--- config.mk ---
export PLATFORM = sky130hd
export DESIGN_NAME = uart_transmitter
export DESIGN_NICKNAME = d
export VERILOG_FILES = /design/src/rtl/uart_pkg.sv /design/src/rtl/uart_transmitter_baud.sv /design/src/rtl/uart_transmitter.sv
export SDC_FILE = /design/constraint.sdc
export NUM_CORES = 1
export LEC_CHECK = 0
export BUFFER_PORTS_ARGS = -buffer_cell sky130_fd_sc_hd__buf_2
export CORE_MARGIN = 2
export CORE_UTILIZATION = 45
export CTS_CLUSTER_DIAMETER = 200
export DETAILED_ROUTE_END_ITERATION = 6
export GPL_TIMING_DRIVEN = 0
export HOLD_SLACK_MARGIN = 0.08
export PLACE_DENSITY = 0.64
export REMOVE_ABC_BUFFERS = 1
export SYNTH_ARGS = -nofsm -noshare
export SYNTH_HDL_FRONTEND = slang
export SYNTH_SLANG_ARGS = --single-unit
--- constraint.sdc ---
create_clock -name clk -period 4.16 [get_ports clk]
set_input_delay 0.832 -clock clk [delete_from_list [all_inputs] [get_ports clk]]
set_output_delay 0.832 -clock clk [all_outputs]
set_load 0.01 [all_outputs]
--- src/rtl/uart_pkg.sv ---
`default_nettype none
// ============================================================================
// Module   : uart_pkg
// Purpose  : Shared UART definitions: counter width, state codes, baud table.
// Revision : 1.0
// ============================================================================
package uart_pkg;

    localparam int c_CNT_W = 19;

    typedef logic [c_CNT_W-1:0] cnt_t;
    typedef logic [3:0]         state_t;

    localparam state_t c_ST_IDLE   = 4'd0;
    localparam state_t c_ST_START  = 4'd1;
    localparam state_t c_ST_BIT0   = 4'd2;
    localparam state_t c_ST_BIT7   = 4'd9;
    localparam state_t c_ST_PARITY = 4'd10;
    localparam state_t c_ST_STOP   = 4'd11;

    function automatic int unsigned baud_rate(input logic [2:0] sel);
        int unsigned rate;
        case (sel)
            3'd0:    rate = 300;
            3'd1:    rate = 1200;
            3'd2:    rate = 4800;
            3'd3:    rate = 9600;
            3'd4:    rate = 19200;
            3'd5:    rate = 38400;
            3'd6:    rate = 57600;
            default: rate = 115200;
        endcase
        return rate;
    endfunction

    // Rounded clock cycles per bit; only ever evaluated at elaboration.
    function automatic cnt_t baud_div(input int unsigned clk_hz, input logic [2:0] sel);
        int unsigned rate;
        rate = baud_rate(sel);
        return cnt_t'((clk_hz + rate / 2) / rate);
    endfunction

endpackage
`default_nettype wire

--- src/rtl/uart_transmitter_baud.sv ---
`default_nettype none
// ============================================================================
// Module   : baud_controller_t
// Purpose  : Emits a one-cycle tick every DIV clocks; DIV latched on load.
// Revision : 1.0
// ============================================================================
module baud_controller_t
    import uart_pkg::*;
#(
    parameter int unsigned CLK_FREQ_HZ = 100000000
) (
    input  logic       clk,
    input  logic       reset,
    input  logic       i_clear,
    input  logic       i_load,
    input  logic [2:0] i_baud_sel,
    output logic       o_tick
);

    cnt_t w_div_table [8];
    cnt_t r_div;
    cnt_t r_count;

    generate
        for (genvar gi = 0; gi < 8; gi++) begin : g_div
            localparam cnt_t c_DIV = baud_div(CLK_FREQ_HZ, 3'(gi));
            assign w_div_table[gi] = c_DIV;
        end
    endgenerate

    assign o_tick = (r_count == r_div - cnt_t'(1));

    always_ff @(posedge clk or posedge reset) begin
        if (reset) begin
            r_div   <= '0;
            r_count <= '0;
        end else begin
            if (i_load)
                r_div <= w_div_table[i_baud_sel];
            if (i_clear || o_tick)
                r_count <= '0;
            else
                r_count <= r_count + cnt_t'(1);
        end
    end

endmodule
`default_nettype wire

--- src/rtl/uart_transmitter.sv ---
`default_nettype none
// ============================================================================
// Module   : uart_transmitter
// Purpose  : 8E1 UART transmitter with selectable baud rate and abort on disable.
// Revision : 1.0
// ============================================================================
module uart_transmitter
    import uart_pkg::*;
#(
    parameter int unsigned CLK_FREQ_HZ = 100000000
) (
    input  logic       clk,
    input  logic       reset,
    input  logic [2:0] baud_select,
    input  logic       Tx_EN,
    input  logic       Tx_WR,
    input  logic [7:0] Tx_DATA,
    output logic       TxD,
    output logic       Tx_BUSY
);

    state_t     r_state;
    state_t     w_next_state;
    state_t     w_bit_idx;
    logic [7:0] r_data;
    logic       w_accept;
    logic       w_tick;
    logic       w_next_txd;

    assign w_accept  = Tx_WR & Tx_EN & ~Tx_BUSY & (r_state == c_ST_IDLE);
    assign w_bit_idx = w_next_state - c_ST_BIT0;

    baud_controller_t #(
        .CLK_FREQ_HZ (CLK_FREQ_HZ)
    ) u_baud (
        .clk        (clk),
        .reset      (reset),
        .i_clear    (w_accept | ~Tx_EN),
        .i_load     (w_accept),
        .i_baud_sel (baud_select),
        .o_tick     (w_tick)
    );

    always_comb begin
        w_next_state = r_state;
        case (r_state)
            c_ST_IDLE: begin
                if (w_accept)
                    w_next_state = c_ST_START;
            end
            c_ST_START, 4'd2, 4'd3, 4'd4, 4'd5, 4'd6, 4'd7, 4'd8, 4'd9, c_ST_PARITY: begin
                if (w_tick)
                    w_next_state = r_state + 4'd1;
            end
            c_ST_STOP: begin
                if (w_tick)
                    w_next_state = c_ST_IDLE;
            end
            default: w_next_state = c_ST_IDLE;
        endcase
        if (!Tx_EN)
            w_next_state = c_ST_IDLE;
    end

    // Line level is decoded from the next state so TxD stays in step with r_state.
    always_comb begin
        w_next_txd = 1'b1;
        if (w_next_state == c_ST_START)
            w_next_txd = 1'b0;
        else if (w_next_state >= c_ST_BIT0 && w_next_state <= c_ST_BIT7)
            w_next_txd = r_data[w_bit_idx[2:0]];
        else if (w_next_state == c_ST_PARITY)
            w_next_txd = ^r_data;
    end

    always_ff @(posedge clk or posedge reset) begin
        if (reset) begin
            r_state <= c_ST_IDLE;
            TxD     <= 1'b1;
            Tx_BUSY <= 1'b0;
            r_data  <= '0;
        end else begin
            r_state <= w_next_state;
            TxD     <= w_next_txd;
            Tx_BUSY <= (w_next_state != c_ST_IDLE);
            if (w_accept)
                r_data <= Tx_DATA;
        end
    end

endmodule
`default_nettype wire

# Word level (Yosys, flattened, before mapping)
# Memories as Yosys holds them, arrays and structs flattened. A register that Yosys moved wholly into a read port is not among the register bits.
# Cells that the tools add are included.
word_totals:
  reg_bits: 33
  mem_bits_ro: 152
  elab_cells: 51
  memories: 1
mem_list:
  columns: ["name", "depth", "width", "read_ports", "rd_clocked_by_memory_dff", "wr", "line_no", "text"]
  rows:
  - ["(name not given)", 8, 19, 1, 1, 0, "uart_transmitter_baud.sv:39", "r_div <= w_div_table[i_baud_sel];"]
op_classes:
  addsub: 4
  magnitude_cmp: 3
  eq_ne: 14
  n_mux: 11
  bitwise_logic: 7
  reduce_logical: 6
ops:
  columns: ["op", "n"]
  rows:
  - ["4-bit equality test, second input constant", 5]
  - ["19-bit by 1-bit adder with 19-bit output, second input constant", 1]
  - ["19-bit equality test", 1]
  - ["19-bit two-way mux", 1]
  - ["19-bit by 1-bit subtractor with 19-bit output, second input constant", 1]
  - ["4-bit by 3-bit equality test with 1-bit output, second input constant", 4]
  - ["4-bit two-way mux", 4]
  - ["4-bit case mux with 3 select lines", 1]
  - ["10-bit OR reduction", 1]
  - ["4-bit by 1-bit equality test with 1-bit output, second input constant", 2]
  - ["4-bit by 2-bit equality test with 1-bit output, second input constant", 2]
  - ["8-bit XOR reduction", 1]
  - ["4-bit by 1-bit adder with 4-bit output, second input constant", 1]
  - ["4-bit by 2-bit >= comparator with 1-bit output, second input constant", 1]
  - ["4-bit <= comparator, second input constant", 1]
  - ["4-bit zero test", 1]
  - ["3-bit by 4-bit < comparator with 1-bit output, second input constant", 1]
  - ["1-bit two-way mux", 4]
  - ["3-bit inverter with 4-bit output", 1]
  - ["4-bit nonzero test", 1]
  - ["1-bit bitwise AND", 3]
  - ["1-bit binary-select mux with 3-bit select", 1]
  - ["3-bit by 2-bit subtractor with 3-bit output, second input constant", 1]
  - ["1-bit inverter", 2]
  - ["3 further kinds", 3]

# Longest topological paths before layout
# Gate-level depths: netlist of the first run.
depth:
  ltp_word: 11
  mapped_depth: 18
  ltp_nobuf: 17

# Modules after synthesis
# A second synthesis of the first run with hierarchy kept.
hier_totals:
  cells_unflattened: 366
  area_unflattened_um2: 3454.6
by_module_without_submodules:
  columns: ["mod", "n_inst", "cells_per_inst", "area_per_inst_um2", "seq_area_each_um2"]
  rows:
  - ["baud_controller_t", 1, 257, 2436.1, 875.8]
  - ["uart_transmitter", 1, 109, 1018.5, 351.6]

# Least setup slack after synthesis of the first run
# Ideal clock, no wire load.
synth_path:
  path_type: "flip-flop to flip-flop"
  startpoint: "reg u_baud.r_div[0]"
  endpoint: "reg TxD"
  setup_time_ps: 80
  t_arrival_ps: 4156
  required_time_ps: 4080
  path_slack_ps: -75
  path_stages_with_launch: 19
  cell_sequence: "dfrtp_1 -> inv_1 -> ha_1 -> or3b_1 -> or4_1 -> a21oi_1 -> o211ai_1 -> or4_4 -> buf_6 -> ha_1 -> nand3b_1 -> a41o_1 -> inv_1 -> mux2_2 -> nor2_1 -> o21ai_0 -> a32o_1 -> o311a_1 -> o22a_1"
synth_via:
  elab_chain_len: 10
synth_rtl:
  columns: ["item", "line_no", "text"]
  rows:
  - ["from (decl)", "uart_transmitter_baud.sv:21", "cnt_t r_div;"]
  - ["19-bit by 1-bit subtractor with 19-bit output *", "uart_transmitter_baud.sv:31", "assign o_tick = (r_count == r_div - cnt_t'(1));"]
  - ["19-bit equality test *", "uart_transmitter_baud.sv:31", null]
  - ["4-bit two-way mux (on tied branches)", "uart_transmitter.sv:56, uart_transmitter.sv:52", null]
  - ["4-bit case mux with 3 select lines *", "uart_transmitter.sv:46", "case (r_state)"]
  - ["4-bit two-way mux *", "uart_transmitter.sv:61", "if (!Tx_EN)"]
  - ["3-bit by 2-bit subtractor with 3-bit output *", "uart_transmitter.sv:31", "assign w_bit_idx = w_next_state - c_ST_BIT0;"]
  - ["via w_bit_idx[0]", "uart_transmitter.sv:24", "state_t w_bit_idx;"]
  - ["1-bit binary-select mux with 3-bit select *", "uart_transmitter.sv:71", "w_next_txd = r_data[w_bit_idx[2:0]];"]
  - ["1-bit two-way mux (not written as such) *", "uart_transmitter.sv:71", null]
  - ["1-bit two-way mux *", "uart_transmitter.sv:70", "else if (w_next_state >= c_ST_BIT0 && w_next_state <= c_ST_BIT7)"]
  - ["1-bit two-way mux *", "uart_transmitter.sv:68", "if (w_next_state == c_ST_START)"]
  - ["via w_next_txd", "uart_transmitter.sv:28", "logic w_next_txd;"]
  - ["to (signal assigned)", "uart_transmitter.sv:84", "TxD <= w_next_txd;"]
  - ["to (decl)", "uart_transmitter.sv:18", "output logic TxD,"]
# Mark *: on every way through the listed nets, which the timed path passes. The rest lies on a longest branch. The select of a mux whose other input is x is not followed.
# A chain may end at the register's enable or synchronous reset.

# Worst setup path after layout of the first run
layout_path:
  startpoint: "reg u_baud.r_div[0]"
  endpoint: "reg TxD"
layout_via:
  elab_chain_len: 10
layout_rtl:
  columns: ["item", "line_no"]
  rows:
  - ["19-bit by 1-bit subtractor with 19-bit output *", "uart_transmitter_baud.sv:31"]
  - ["19-bit equality test *", "uart_transmitter_baud.sv:31"]
  - ["4-bit two-way mux (on tied branches)", "uart_transmitter.sv:56, uart_transmitter.sv:52"]
  - ["4-bit case mux with 3 select lines *", "uart_transmitter.sv:46"]
  - ["4-bit two-way mux *", "uart_transmitter.sv:61"]
  - ["3-bit by 2-bit subtractor with 3-bit output", "uart_transmitter.sv:31"]
  - ["1-bit binary-select mux with 3-bit select", "uart_transmitter.sv:71"]
  - ["1-bit two-way mux (not written as such)", "uart_transmitter.sv:71"]
  - ["1-bit two-way mux", "uart_transmitter.sv:70"]
  - ["1-bit two-way mux *", "uart_transmitter.sv:68"]
  - ["via w_next_txd", "uart_transmitter.sv:28"]
# Marked as above.

==> results of run 1 <==
synth_stat cells (all sizes together), types with 3 or more instances:
library cell	count	area share (%)
a21oi	13	2.4
and2	5	0.97
and3	3	0.58
buf	7	1.4
clkbuf	10	1.2
dfrtp	48	37
ha	13	5.1
inv	15	1.8
mux2	10	3.6
nand2	35	4.1
nand3	11	1.7
nand4	9	1.8
nor2	36	4.2
nor3	9	1.4
nor3b	3	0.70
nor4	7	1.8
o21ai	23	3.6
o31ai	4	0.93
or4	6	1.6
xnor2	27	7.4
xor2	19	5.2
worst max-delay path, delay by kind of cell (launching register included):
kind                       cells  cell delay (ns)
buffers and inverters          1             0.07
and+or+nand+nor                7             1.95
DFF                            1             0.43
AOI/OAI and AO/OA              6             1.17
adders and majority gates      2             0.39
cells in the final DEF, fill, tap and decap left out, types with 3 or more instances in the layout:
cell / n
ha_1: 11
buf_4: 13
clkbuf_8: 5
a21oi_1: 12
dfrtp_1: 46
o21ai_0: 22
and2_1: 5
nor4_4: 3
or4_1: 4
nand4_1: 9
nand2_1: 33
buf_2: 16
o31ai_1: 4
nand3_1: 11
and3_1: 3
nor2_1: 35
nor3_1: 9
xor2_1: 19
mux2_2: 8
inv_1: 13
xnor2_1: 26
layout make-up:
type | instances | share of cell area [%]
Tap cell | 96 | 3.24
Clock buffer | 5 | 1.85
Inverter | 15 | 1.58
Sequential cell | 49 | 33.1
Multi-Input combinational cell | 271 | 52.7
Timing Repair Buffer | 31 | 5.63
Clock inverter | 3 | 1.85
per-layer routing:
| layer | vias up | track usage, % | share of wire (%) |
|---|---|---|---|
| li1 | 1284 | - | - |
| met1 | 1197 | 24.6 | 49 |
| met2 | 52 | 29.8 | 46 |
| met3 | 6 | 3.64 | 3.4 |
| met4 | 0 | 5.10 | 1.1 |
| met5 | - | 0 | 0 |
state kept, by name, indices dropped and copies added (netlist names):
signal,flops
Tx_BUSY,1
u_baud.r_div,16
TxD,1
r_state,4
u_baud.r_count,19
r_data,8
worst max path at each step:
stage | start | to | cells past startpoint
after floorplan | u_baud.r_div[0] | TxD | 17
after detailed placement | u_baud.r_div[0] | TxD | 17
final | u_baud.r_div[0] | TxD | 16
after global placement | u_baud.r_div[0] | TxD | 15
after global routing | u_baud.r_div[0] | TxD | 17
after CTS | u_baud.r_div[2] | TxD | 16
per-stage QoR:
stage               TNS, ns  hold WS, ns  worst slack (ns)  instance area, sq um
floorplan           -0.0171        0.469           -0.0171                  3130
global placement     -0.401        0.507            -0.401                  3330
detailed placement   -0.448        0.513            -0.448                  3350
CTS                       0        0.532            0.0424                  3630
global route        -0.0550        0.572           -0.0550                  3710
finish                    0        0.536             0.102                  3710
cell families (layout without fill, tap and decap cells):
group,after synthesis,in the layout
flops,49,49
simple gates,135,135
buf+inv,32,54
mux,12,12
compound gates,65,65
fa+ha+maj,13,13
xor+xnor,46,46
report_power, final:
| group | internal, W | switching, W | total (W) |
|---|---|---|---|
| registers | 0.000537 | 0.0000971 | 0.000635 |
| logic | 0.000236 | 0.000220 | 0.000456 |
| clock network | 0.000242 | 0.000168 | 0.000410 |
what timing repair did:
action                                  CTS  global route
pin swaps                                11             6
buffers inserted                          9             5
gates resized for setup                  15            10
endpoints found under the setup margin    1             1
==> flow_summary_export.csv, run 1 <==
group,metric,value,unit
layout,fill_cells,621,
synthesis,synth_ff_type,"dfrtp_1",
sta,finalCritPeriodShare,97.6,%
drt,avgRoutedWirePerCell,13.9,microns
synthesis,synth_seq_cells,49,
sta,finalCriticalPeriod,4.06,ns
setup_path,worstRegToRegCells,16,
setup_path,cpMaxStageDelayCell,"or4_4",
power_and_ir_drop,p_per_area,404,mW/mm^2
die,die-width,88.5,microns
place,placed_cells,448,
clock_network,clk_path_buf_depth,2,
clock_network,cts_tree,"built",
setup_path,crit_top_cell,"or4_1",
synthesis,synth-adder-area-share,5.06,%
die,pin_count,17,
grt,track_usage,18.2,%
sta,hold_viol,0,
sta,drv_slew,0,
sta,fmax,0.246,GHz
synthesis,synth_cells,352,
synthesis,synth-compound-area-share,13.5,%
setup_path,crit_chain,"inv_1 -> ha_2 -> or3b_4 -> or4_1 -> a21oi_1 -> o211ai_1 -> or4_4 -> ha_4 -> nand3b_1 -> a41o_4 -> nand2_1 -> nand2_2 -> or4_1 -> a32o_1 -> o311a_1 -> o22a_1",
place,globalplace.congestion,0.822,
setup_path,r2r-end,"TxD",
setup_path,r2r_slack,0.10,ns
setup_path,cpPeakStageDelay,0.48,ns
job,maxCapViolations,0,
power_and_ir_drop,p_total,0.00150,W
die,fp.dieH,88.5,microns
sta,slew-limit-headroom,17.8,%
layout,fin_cells,470,
synthesis,yosys_warnings,0,
die,std_cell_rows,30,
synthesis,syn_avg_cell_area,9.14,sq um
drt,wl,6540,microns
clock_network,cts_hold_buf,0,
setup_path,worstReg2RegStart,"u_baud.r_div[0]",
grt,grt_pass1_wl,11200,microns
clock_network,cts_max_level,2,
sta,clock_skew,0.0106,ns
place,portBuffers,16,
layout,areaGrowthSynthToFinish,15.4,%
grt,grt_pass1_vias,2425,
clock_network,insertion_delay,0.31,ns
sta,rsz0062_at_grt,"true",
clock_network,cts_buffers,5,
clock_network,cts.sinks,49,
worst_hold_path,whs_path_depth,2,
synthesis,ys_seq_area_share,38.2,%
drt,drcViolationCount,0,
layout,nNetsFinal,401,
clock_network,root_buffer,"clkbuf_8",
grt,gr-total-overflow,0,
drt,num_vias,2539,
power_and_ir_drop,p_leak,1.57,nW
synthesis,synth_edf_count,0,
die,start_util,46.8,%
outcome,outcome,"finished clean",
die,fp.dieArea,0.00784,sq mm
layout,final_util,54.0,%
setup_path,path_class,"flip-flop to flip-flop",
drt,antenna_left,0,
drt,drtIter0Drc,106,
synthesis,ys_types,57,
clock_network,clk_pin_slew,0.10,ns
grt,grt_max_degree,42,
grt,antenna_found_initial,0,
power_and_ir_drop,ir_worst_vdd,258,uV
layout,multi_input_area,0.00196,sq mm
sta,worst_slew_pin_slew,1.23,ns
die,coreArea,0.00687,sq mm
setup_path,cp.arrival,4.30,ns
layout,antenna_cells,0,
drt,via_per_inst,5.40,
layout,regArea,0.00123,sq mm
synthesis,synth_xor_area_share,12.5,%
worst_hold_path,hold_path_class,"flip-flop to flip-flop",
place,dpl.hpwl,4700,microns
synthesis,synthArstFlopShare,100,%
worst_hold_path,hold_path.startpoint,"u_baud.r_div[18]",
setup_path,end_kind,"flip-flop",
drt,firstDrtPassIters,4,
sta,setup_viol,0,
setup_path,critical_path_required,4.41,ns
synthesis,synth_area,0.00322,sq mm
worst_hold_path,min_to,"u_baud.r_div[18]",
synthesis,yosys.area_share.simple,21.8,%
setup_path,path_max_fanout,6,
synthesis,synthMuxAreaShare,4.63,%
layout,drive_above_1_share,19.8,%
synthesis,synth_top_family_by_area,"simple AND/OR/NAND/NOR gates",
setup_path,startpoint_type,"flip-flop",
Note: power is estimated with default switching activity, not from simulation.
==> run 2, diff against run 1 <==
SYNTH_HIERARCHICAL = 1   (was default)
==> flow_summary_export.csv, run 2 <==
group,metric,value,unit
setup_path,r2r_slack,0.16,ns
sta,fmax,0.250,GHz
setup_path,path_max_fanout,20,
clock_network,clk_path_buf_depth,2,
synthesis,synth_area_leaders,"dfrtp_1, xnor2_1, a211oi_2, ha_1, nand2_1",
grt,grt_pass1_vias,2600,
grt,top_usage_layer,"met2",
setup_path,worstRegToRegCells,14,
synthesis,synth_top_cell_area_share,34.8,%
job,maxCapViolations,0,
clock_network,cts_max_level,2,
grt,grt_util_met2,30.3,%
synthesis,synth_top_family_by_area,"simple AND/OR/NAND/NOR gates",
die,std_cell_rows,31,
grt,met1_usage,22.8,%
synthesis,synthMuxAreaShare,3.88,%
drt,avgRoutedWirePerCell,14.7,microns
layout,top_regs,"u_baud/r_count x19, u_baud/r_div x16, r_data x8",
synthesis,synth_seq_cells,49,
drt,wl,6970,microns
layout,drive_above_1_share,20.7,%
layout,antenna_cells,0,
setup_path,critical_path_required,4.41,ns
sta,finalCriticalPeriod,4.00,ns
outcome,outcome,"finished clean",
setup_path,startpoint_type,"flip-flop",
synthesis,synth-compound-area-share,17.0,%
sta,finalHoldWorstSlack,0.522,ns
synthesis,yosys.area_share.simple,22.2,%
power_and_ir_drop,p_per_area,342,mW/mm^2
layout,areaGrowthSynthToFinish,7.75,%
setup_path,path_class,"flip-flop to flip-flop",
synthesis,synth_area,0.00345,sq mm
synthesis,synth_xor_area_share,10.9,%
grt,antenna_found_initial,0,
layout,regMostFlops,"u_baud/r_count",
grt,met3_usage,2.79,%
clock_network,cts_buffers,5,
die,pin_count,17,
clock_network,cts_tree,"built",
drt,via_per_inst,5.45,
worst_hold_path,min_to,"r_data[6]",
drt,drcViolationCount,0,
drt,antenna_left,0,
synthesis,synthArstFlopShare,100,%
power_and_ir_drop,p_total,0.00127,W
sta,slew-limit-headroom,37.6,%
die,fp.dieArea,0.00839,sq mm
place,placed_cells,463,
worst_hold_path,whs_path_depth,2,
layout,final_common_cell,"dfrtp_1",
die,die-width,91.6,microns
clock_network,insertion_delay,0.31,ns
layout,layout_common_cells,"dfrtp_1, nand2_1, xnor2_1",
clock_network,cts.sinks,49,
setup_path,worstReg2RegStart,"u_baud/r_div[3]",
synthesis,synth-adder-area-share,4.71,%
die,fp.dieH,91.6,microns
die,coreArea,0.00733,sq mm
grt,gr-total-overflow,0,
place,dpl.hpwl,4820,microns
die,start_util,47.1,%
sta,setup_viol,0,
drt,num_vias,2591,
setup_path,r2r-end,"TxD",
clock_network,root_buffer,"clkbuf_8",
synthesis,syn_avg_cell_area,9.44,sq um
place,portBuffers,16,
power_and_ir_drop,p_leak,1.52,nW
grt,grt_pass1_wl,12100,microns
sta,finalCritPeriodShare,96.3,%
worst_hold_path,hold_path_class,"flip-flop to flip-flop",
layout,final_util,50.8,%
layout,nNetsFinal,403,
sta,worst_slew_pin_slew,0.930,ns
setup_path,cp.arrival,4.26,ns
place,globalplace.congestion,0.861,
power_and_ir_drop,ir_worst_vdd,193,uV
grt,grt_max_degree,36,
synthesis,yosys_warnings,6,
setup_path,end_kind,"flip-flop",
sta,drv_slew,0,
drt,firstDrtPassIters,4,
synthesis,synth_most_common_cell,"dfrtp_1",
synthesis,synth_ff_type,"dfrtp_1",
clock_network,clk_pin_slew,0.11,ns
synthesis,synth_area_leader_cell,"dfrtp_1",
synthesis,synth_cells,366,
synthesis,synth.cells.most_frequent,"dfrtp_1, nand2_1, xnor2_1",
sta,fin_tns_setup,0,ns
layout,fin_cells,475,
clock_network,cts_hold_buf,0,
layout,largest_reg_flops,19,
sta,hold_viol,0,
sta,rsz0062_at_grt,"false",
sta,clock_skew,0.00963,ns
synthesis,synth_edf_count,0,
synthesis,ys_seq_area_share,35.5,%
synthesis,ys_types,68,
grt,track_usage,17.5,%
worst_hold_path,hold_path.startpoint,"r_data[6]",
drt,drtIter0Drc,127,
==> run 2: cell count changes after synthesis, moves of 5 or more <==
| cell | delta |
|---|---|
| nor2_1 | -14 |
| buf_6 | +5 |
| o21ai_0 | -19 |
| a21oi_1 | +15 |
| a211oi_2 | +14 |
| nand2_1 | +5 |
==> run 2: worst max-delay path by stage <==
stage	from	end	cells after the start
final	u_baud/r_div[3]	TxD	14
after global routing	u_baud/r_div[0]	TxD	14
after CTS	u_baud/r_div[0]	TxD	16
after detailed placement	u_baud/r_div[3]	TxD	14
after global placement	u_baud/r_div[7]	TxD	14
after floorplan	u_baud/r_div[2]	TxD	14
==> run 2: per-stage QoR <==
stage / setup WS (ns) / cell area, sq um
6_report: 0.155 / 3720
4_1_cts: 0.0171 / 3690
3_3_place_gp: -0.537 / 3530
3_5_place_dp: -0.560 / 3530
2_1_floorplan: 0.0288 / 3330
5_1_grt: 0.00466 / 3720
==> run 2: cell type report <==
type / instances / area, sq um
fill: 693 / 3610
multi-input combinational: 280 / 2090
clock buffer: 5 / 68.8
timing repair buffer: 19 / 103
inverter: 20 / 75.1
sequential: 49 / 1230
clock inverter: 3 / 28.8
tap: 99 / 124
==> run 2: what timing repair did <==
action,CTS,global route
gates resized for setup,5,7
gates cloned,1,0
endpoints found under the setup margin,1,1
pin swaps,2,0
setup buffers,3,0
==> run 2: kinds of logic after synthesis <==
kind of cell	count (synthesis)
buffers and inverters	38
flip-flops	49
XOR/XNOR	43
adder cells (fa/ha/maj)	13
AND/OR/NAND/NOR	139
multiplexers	11
AO/OA/AOI/OAI	73
==> run 2: critical path, stage by stage (launching register included) <==
cell,delay (ns)
dfrtp_1,0.52
nor4_4,0.40
nand2_1,0.12
xnor2_1,0.25
mux2i_1,0.25
o22a_4,0.36
and2_2,0.31
inv_1,0.06
ha_1,0.27
inv_1,0.03
a221o_2,0.42
a21boi_1,0.21
nor3_1,0.08
or4_4,0.52
a22oi_2,0.13
==> run 2: power breakdown <==
part	switching, W	total [W]	internal (W)
logic	0.000178	0.000338	0.000160
registers	0.0000921	0.000626	0.000534
clock network	0.000184	0.000310	0.000126
==> run 2: per-layer routing <==
metal	wire, microns	up-vias
met4	59	0
met2	3370	29
li1	-	1314
met3	177	5
met5	0	-
met1	3360	1243
